===== config.mk =====
export PLATFORM = sky130hd
export DESIGN_NAME = instr_fetch
export DESIGN_NICKNAME = d
export VERILOG_FILES = /design/src/rtl/instr_fetch.sv
export SDC_FILE = /design/constraint.sdc
export NUM_CORES = 1
export LEC_CHECK = 0
export ABC_AREA = 1
export BUFFER_PORTS_ARGS = -buffer_cell sky130_fd_sc_hd__buf_2
export CORE_MARGIN = 2
export CORE_UTILIZATION = 52
export CTS_CLUSTER_DIAMETER = 200
export CTS_CLUSTER_SIZE = 16
export DETAILED_ROUTE_END_ITERATION = 16
export PLACE_DENSITY = 0.83
export SLEW_MARGIN = 20
export SYNTH_ARGS = -nofsm -noshare
export SYNTH_HDL_FRONTEND = slang
export SYNTH_SLANG_ARGS = --single-unit

===== constraint.sdc =====
create_clock -name i_Clk -period 3.3 [get_ports i_Clk]
set_input_delay 0.33 -clock i_Clk [delete_from_list [all_inputs] [get_ports i_Clk]]
set_output_delay 0.33 -clock i_Clk [all_outputs]
set_load 0.03 [all_outputs]

===== src/rtl/instr_fetch.sv =====
// Instruction fetch stage: holds the PC, fetches 9-bit words over a req/ack
// handshake, and issues opcode/arguments to the control unit for one cycle.
module instr_fetch #(
  parameter logic [7:0]  RESET_PC = 8'h00,
  parameter int unsigned MAX_WAIT = 15
) (
  input  logic       i_Clk,
  input  logic       i_Rst,
  input  logic       i_En,
  input  logic       i_mem_ack,
  input  logic [8:0] i_mem_data,
  input  logic       i_h_s,
  input  logic [7:0] i_dir_sal,
  output logic       o_mem_req,
  output logic [7:0] o_mem_addr,
  output logic [2:0] o_Cod_op,
  output logic [5:0] o_Arguments,
  output logic       o_valid,
  output logic [7:0] o_pc,
  output logic       o_err
);

  typedef enum logic [1:0] {
    IDLE  = 2'd0,
    FETCH = 2'd1,
    ISSUE = 2'd2
  } state_t;

  localparam logic [2:0] OP_NOP    = 3'b111;
  localparam logic [7:0] WAIT_LAST = 8'(MAX_WAIT - 1);

  state_t     state_q, state_d;
  logic [7:0] pc_q, pc_d;
  logic [7:0] wait_q, wait_d;
  logic       err_d;

  always_comb begin
    // NOTE: every variable gets a default first so no path can infer a latch.
    state_d = state_q;
    pc_d    = pc_q;
    wait_d  = wait_q;
    err_d   = o_err;
    unique case (state_q)
      IDLE: begin
        wait_d = 8'd0;
        if (i_En && !o_err) state_d = FETCH;
      end
      FETCH: begin
        // An ack on the final allowed cycle takes precedence over the timeout.
        if (i_mem_ack) begin
          state_d = ISSUE;
          wait_d  = 8'd0;
        end else if (wait_q == WAIT_LAST) begin
          state_d = IDLE;
          wait_d  = 8'd0;
          err_d   = 1'b1;
        end else begin
          wait_d = wait_q + 8'd1;
        end
      end
      ISSUE: begin
        pc_d    = i_h_s ? i_dir_sal : pc_q + 8'd1;
        state_d = i_En ? FETCH : IDLE;
      end
      default: state_d = IDLE;
    endcase
  end

  // Outputs are registered from the next state so they line up with state_q.
  always_ff @(posedge i_Clk) begin
    // NOTE: sequential state uses non-blocking assignments only.
    if (i_Rst) begin
      state_q     <= IDLE;
      pc_q        <= RESET_PC;
      wait_q      <= 8'd0;
      o_err       <= 1'b0;
      o_mem_req   <= 1'b0;
      o_valid     <= 1'b0;
      o_Cod_op    <= OP_NOP;
      o_Arguments <= 6'd0;
    end else begin
      state_q   <= state_d;
      pc_q      <= pc_d;
      wait_q    <= wait_d;
      o_err     <= err_d;
      o_mem_req <= (state_d == FETCH);
      o_valid   <= (state_d == ISSUE);
      if (state_d == ISSUE) begin
        o_Cod_op    <= i_mem_data[8:6];
        o_Arguments <= i_mem_data[5:0];
      end else begin
        o_Cod_op    <= OP_NOP;
        o_Arguments <= 6'd0;
      end
    end
  end

  assign o_mem_addr = pc_q;
  assign o_pc       = pc_q;

endmodule

==> results of run 1 <==
-- synthesized netlist by cell type (all sizes together) --
cell     n
a21oi   15
buf     11
dfxtp   30
ha       3
inv     24
nand2   39
nand3    8
nand4    2
nor2    33
nor3     4
o211a    1
o211ai   1
o21a     1
o21ai   10
or2      3
xnor2    1
xor2     3
-- kinds of logic after synthesis --
logic type	synth area share, %
DFF	43.3
AOI/OAI and AO/OA	11.1
xor gates and xnor gates	2.53
and+or+nand+nor	28.5
adders and majority gates	2.71
buffers and inverters	11.9
-- metal layers --
layer  up-vias  GRT usage [%]  share of wire (%)
met1       577           21.2                 42
met2        36           31.5                 49
met4         0           8.71                1.8
met5         -              0                  0
li1        678              -                  -
met3         6           6.28                6.3
-- how the worst min path moves through the flow --
stage	depth (start not counted)	end
detailed placement	2	o_err$_SDFFE_PP0P_
finish	2	o_Cod_op[1]$_SDFF_PP1_
CTS	2	o_Cod_op[1]$_SDFF_PP1_
global route	2	o_Cod_op[1]$_SDFF_PP1_
global placement	2	o_err$_SDFFE_PP0P_
floorplan	1	o_Cod_op[0]$_SDFF_PP1_
-- through the flow --
stage / utilization [%] / worst slack (ns)
global placement: 63.8 / 2.07
floorplan: - / 1.93
global route: 66.4 / 1.90
finish: 66.4 / 1.98
detailed placement: 63.8 / 2.06
CTS: 66.4 / 1.98
-- registers in the layout (all words and copies together) (netlist names) --
signal       cells
wait_q           8
o_mem_addr       8
o_err            1
o_valid          1
o_Arguments      6
o_Cod_op         3
state_q          2
o_mem_req        1
-- area by class of cell --
type / instances / area (um2) / share of cell area (%)
tap: 30 / 37.5 / 2.26
clock inverter: 2 / 12.5 / 0.754
clock buffer: 6 / 51.3 / 3.09
sequential: 30 / 601 / 36.2
timing repair buffer: 49 / 245 / 14.8
inverter: 24 / 90.1 / 5.43
multi-input combinational: 124 / 622 / 37.5
-- cells in the final DEF (no fill, tap or decap) --
| master | n |
|---|---|
| clkinv_2 | 1 |
| nand3_1 | 8 |
| nor3_1 | 2 |
| clkinvlp_4 | 1 |
| a21oi_2 | 1 |
| inv_2 | 5 |
| nand2_1 | 38 |
| or2_1 | 3 |
| o21ai_0 | 7 |
| nor3_4 | 1 |
| o21a_1 | 1 |
| xor2_1 | 3 |
| buf_2 | 49 |
| xnor2_1 | 1 |
| nor2_4 | 1 |
| nand2_2 | 1 |
| clkbuf_8 | 1 |
| ha_1 | 3 |
| nor2_1 | 29 |
| o211ai_1 | 1 |
| o21ai_1 | 3 |
| a21oi_1 | 14 |
| o211a_1 | 1 |
| nor2_2 | 3 |
| inv_1 | 19 |
| nor3_2 | 1 |
| clkbuf_4 | 5 |
| nand4_1 | 2 |
| dfxtp_1 | 30 |
-- power groups by stage --
stage | Clock (mW) | Sequential (mW) | Combinational, mW
after global routing | 0.252 | 0.376 | 0.0763
final | 0.234 | 0.375 | 0.0690
after detailed placement | 0 | 0.383 | 0.0690
after global placement | 0 | 0.383 | 0.0683
after CTS | 0.237 | 0.375 | 0.0695
after floorplan | 0 | 0.394 | 0.0370
==> run metrics, run 1 <==
largest area contributor in the netlist dfxtp_1; Worst Setup SP o_mem_addr[3]$_SDFFE_PP0N_; register bit total from synthesis 30; Hold WC Path Type primary input to register; Worst setup EP type primary output; critical path type register to primary output; H-tree depth 2; io pins 50; post-route ant nets 0; hold buffers post-CTS 0; RSZ-0062 raised after global routing no; fin. max-slew vios 0; Mapped Nets 214; first-pass GRT wire length 4600 um; initial core utilization 55.5%; sequential element share of the synthesized area 43.3%; Syn Area/Cell 7.34 um2; Cell Chain, Critical Path buf_2; dominant cells by area after synthesis dfxtp_1 (43%), nand2_1 (10%), nor2_1 (7.8%); First-pass DRT Iterations 4; Max-slew headroom 77.2%; Post-Synthesis Cells 189; CP max-delay cell dfxtp_1; Leakage Power 0.799 nW; Design Power 0.677 mW; Worst Setup EP o_pc[3]; clock network power share 34.5%; Post-Route WL 2650 um; peak per-stage delay on the critical path 0.43 ns; worst reg2reg path depth 6; Root Driver clkbuf_4; fin nets 259; GPL Wtd Cong 0.819; Critical Path Fanout Max 6; Int Pwr 0.495 mW; later-pin clock latency in the skew report 0.33 ns; Placed Cells 257; P_sw 0.182 mW; clk sinks 30; Ys Warns 0; Comb power frac 10.2%; Hold Fails Final Rpt 0; chip width 55.7 um; Tot GR Track Use 18.7%; vias in the first global route 1157; post-route cell area 1660 um2; core area 2500 um2; Iter 0 DRT Violations 49; Tightest Pin Transition 0.342 ns; worst r2r src o_mem_addr[0]$_SDFFE_PP0N_; status complete, no violations; total CTS buffers 5; clk buf depth 2; largest net degree at the start of global routing 13; f_max 0.758 GHz; power density cells 408 nW/um2; routed vias/inst 4.89; initial antenna violation count 0; # DRC 0; clock slew at reported path FFs 0.10 ns; Crit path required time 2.97 ns; Setup TNS 0 ns; Final period util 40.0%; Reg-to-Reg End o_mem_addr[6]$_SDFFE_PP0N_; std cell rows 18; top-area cell type share of the netlist area 43.3%; Final setup viols 0; hpwl dp 2060 um; family with the most delay on the worst path flip-flops; Layout Cells excl Fill 265; Placed Area 1600 um2; layout cell share with drive strength beyond 1 29.8%; peak supply drop 441 uV; Port Buffers 49; Die H 55.7 um; post-CTS resize count 0; Area Growth Syn to Fin 19.6%; Vias 1297; sequential power share 55.3%; Post-CTS Setup Repair Bufs 0; Final min period 1.32 ns; DIE AREA 3100 um2; CTS tree yes; startpoint of the worst hold path i_mem_data[7]; grt total ovfl 0; Worst Path Arrival 0.99 ns; buffer and inverter count on the worst path 1; library cells used by synthesis 26; Crit path depth 1; skew final 0.00824 ns; Mapped Area 1390 um2; diode count 0; WL/cell 10.0 um; number of max-cap violations 0; sw frac 26.9%; Layout fillers 222; reg2reg setup slack 2.05 ns; Fin Hold WS 0.177 ns; Critical Path Start Type register
No activity file was read; power rests on OpenSTA's default activity.
==> run 2, diff against run 1 <==
CORE_UTILIZATION = 44   (was 52)
PLACE_DENSITY = 0.75   (was 0.83)
clock period = 1.2 ns   (was 3.3 ns; I/O delays follow)
==> run 2 against run 1 <==
Effect of this change:
- clock power rose to 2.7 times the previous value
- clock skew up 0.00076 ns
- core utilization down 0.42 points
- non-clock buffer count up 24
- worst setup slack worse by 1.9 ns
- sequential power rose to 2.7 times the previous value
- die area up 17%
- flip-flop and latch count unchanged
- first-iteration DRC count up 27%
- final cell count up 14%
- hold slack worse by 0.10 ns
- critical path type is now register to register
- via count up 9.3%
==> run metrics, run 2 (synthesis gave the netlist of run 1 again) <==
skew final 0.00900 ns (was 0.00824 ns); Tightest Pin Transition 0.343 ns (was 0.342 ns); initial core utilization 45.8% (was 55.5%); first-pass GRT wire length 5120 um (was 4600 um); most frequent cells in the layout buf_2 (49), nand2_1 (34), nor2_1 (26), dfxtp_1 (20), inv_1 (18) (was buf_2 (49), nand2_1 (38), dfxtp_1 (30), nor2_1 (29), inv_1 (19)); chip width 60.2 um (was 55.7 um); layout cell share with drive strength beyond 1 41.7% (was 29.8%); Design Power 1.92 mW (was 0.677 mW); Layout Cells excl Fill 303 (was 265); post-route ant nets 0 (unchanged); final core utilization 66.0% (was 66.4%); hpwl dp 2200 um (was 2060 um); Hold Path Cell Cnt 3 (was 2); peak per-stage delay on the critical path 0.34 ns (was 0.43 ns); worst reg2reg path depth 8 (was 6); Tot GR Track Use 19.3% (was 18.7%); fin nets 283 (was 259); Worst Setup SP wait_q[0]$_SDFFE_PP0P_ (was o_mem_addr[3]$_SDFFE_PP0N_); buffer and inverter count on the worst path 3 (was 1); reg2reg setup slack 0.04 ns (was 2.05 ns); CP dominant cell by count buf_4; status complete, no violations (unchanged); Final min period 1.16 ns; total CTS buffers 5 (unchanged); GPL Wtd Cong 0.821 (was 0.819); Die H 60.2 um (was 55.7 um); H-tree depth 2 (unchanged); Fin Hold WS 0.0745 ns (was 0.177 ns); Post-Route WL 3320 um (was 2650 um); diode count 0 (unchanged); RSZ-0062 raised after global routing yes (was no); Crit path required time 1.42 ns (was 2.97 ns); Cell Chain, Critical Path inv_2 -> ha_4 -> nand2_2 -> nor2_4 -> buf_4 -> buf_4 -> nand3_1 -> a21oi_1 (was buf_2); Worst Path Arrival 1.38 ns (was 0.99 ns); std cell rows 20 (was 18); Worst setup EP type register (was primary output); Placed Cells 281 (was 257); Area Growth Syn to Fin 43.9% (was 19.6%); Max-slew headroom 77.1% (was 77.2%); Final period util 96.7%; core area 3030 um2 (was 2500 um2); clk buf depth 2 (unchanged); Root Driver clkbuf_4 (unchanged); Final setup viols 0 (unchanged); Critical Path Start Type register (unchanged); Final WS setup 0.0395 ns (was 1.98 ns); Setup TNS 0 ns (unchanged); worst r2r src wait_q[0]$_SDFFE_PP0P_ (was o_mem_addr[0]$_SDFFE_PP0N_); Critical Path Fanout Max 2 (was 6); pre-CTS setup slack -0.000170 ns (was 2.06 ns); Hold Path Sink o_mem_addr[4]$_SDFFE_PP0N_ (was o_Cod_op[1]$_SDFF_PP1_); number of max-cap violations 0 (unchanged); # DRC 0 (unchanged); Hold Fails Final Rpt 0 (unchanged); CTS tree yes (unchanged); WL/cell 10.9 um (was 10.0 um); post-route cell area 2000 um2 (was 1660 um2); vias in the first global route 1251 (was 1157); Port Buffers 49 (unchanged); Vias 1417 (was 1297); io pins 50 (unchanged); power density cells 963 nW/um2 (was 408 nW/um2); initial antenna violation count 0 (unchanged); peak supply drop 775 uV (was 441 uV); First-pass DRT Iterations 6 (was 4); Leakage Power 0.945 nW (was 0.799 nW); startpoint of the worst hold path i_dir_sal[4] (was i_mem_data[7]); later-pin clock latency in the skew report 0.33 ns (about the same); commonest non-fill, non-tap cell in the layout buf_2 (unchanged); family with the most delay on the worst path flip-flops (unchanged); f_max 0.862 GHz; critical path type register to register (was register to primary output); largest net degree at the start of global routing 12 (was 13); Hold WC Path Type primary input to register (unchanged); Placed Area 1690 um2 (was 1600 um2); DIE AREA 3620 um2 (was 3100 um2); routed vias/inst 4.68 (was 4.89); Reg-to-Reg End o_err$_SDFFE_PP0P_ (was o_mem_addr[6]$_SDFFE_PP0N_); fin. max-slew vios 0 (unchanged); Iter 0 DRT Violations 62 (was 49); CP max-delay cell dfxtp_2 (was dfxtp_1); clk sinks 30 (unchanged); grt total ovfl 0 (unchanged); clock slew at reported path FFs 0.10 ns (about the same)
run 2: cell count changes in the layout (fill, tap and decap cells not counted), moves of 3 or more:
cell,change
dfxtp_1,-10
dlygate4sd3_1,+10
dfxtp_2,+7
nor2_4,+3
nor2_1,-3
nand2_2,+3
nand2_1,-4
dfxtp_4,+3
buf_4,+14
run 2: repair_timing:
action                                  CTS  global route
hold endpoints to repair                 10             0
pin swaps                                 6             1
hold buffers                             10             0
endpoints found under the setup margin    8            15
gates resized for setup                   9            24
setup buffers                             3             1
cloned                                    0             0
run 2: final cells by class:
cell class / instances / area, um2
clock buffer: 6 / 51.3
sequential: 30 / 621
multi-input combinational: 124 / 717
tap: 44 / 55.1
inverter: 24 / 90.1
timing repair buffer: 73 / 450
clock inverter: 2 / 12.5
fill: 262 / 1030
run 2: layer usage:
metal	GRT usage [%]	up-vias	part of all wire (%)
met3	6.49	5	5.0
met1	21.9	645	42
li1	-	722	-
met5	0	-	0
met2	32.6	45	52
met4	8.89	0	1.5
run 2: worst reg2reg max path, cell delays in order, from the launching register on:
cell and delay, ns:
dfxtp_2 0.34, inv_2 0.05, ha_4 0.15, nand2_2 0.07, nor2_4 0.04, buf_4 0.13, buf_4 0.13, nand3_1 0.09
a21oi_1 0.07
run 2: report_power, final:
| group | total (mW) | switching (mW) | leakage [nW] | internal, mW |
|---|---|---|---|---|
| clock | 0.642 | 0.360 | 0.0343 | 0.281 |
| sequential | 1.03 | 0.0159 | 0.249 | 1.01 |
| combinational | 0.253 | 0.145 | 0.662 | 0.108 |
| total | 1.92 | 0.521 | 0.945 | 1.40 |
run 2: worst max-delay path by stage:
stage	end	slack [ns]	cells past startpoint
2_1_floorplan	o_mem_addr[6]$_SDFFE_PP0N_	-0.02	6
3_3_place_gp	o_mem_addr[6]$_SDFFE_PP0N_	0.002	6
3_5_place_dp	wait_q[5]$_SDFFE_PP0P_	-0.0002	9
4_1_cts	wait_q[2]$_SDFFE_PP0P_	0.004	9
5_1_grt	wait_q[6]$_SDFFE_PP0P_	-0.05	6
6_report	o_err$_SDFFE_PP0P_	0.04	8
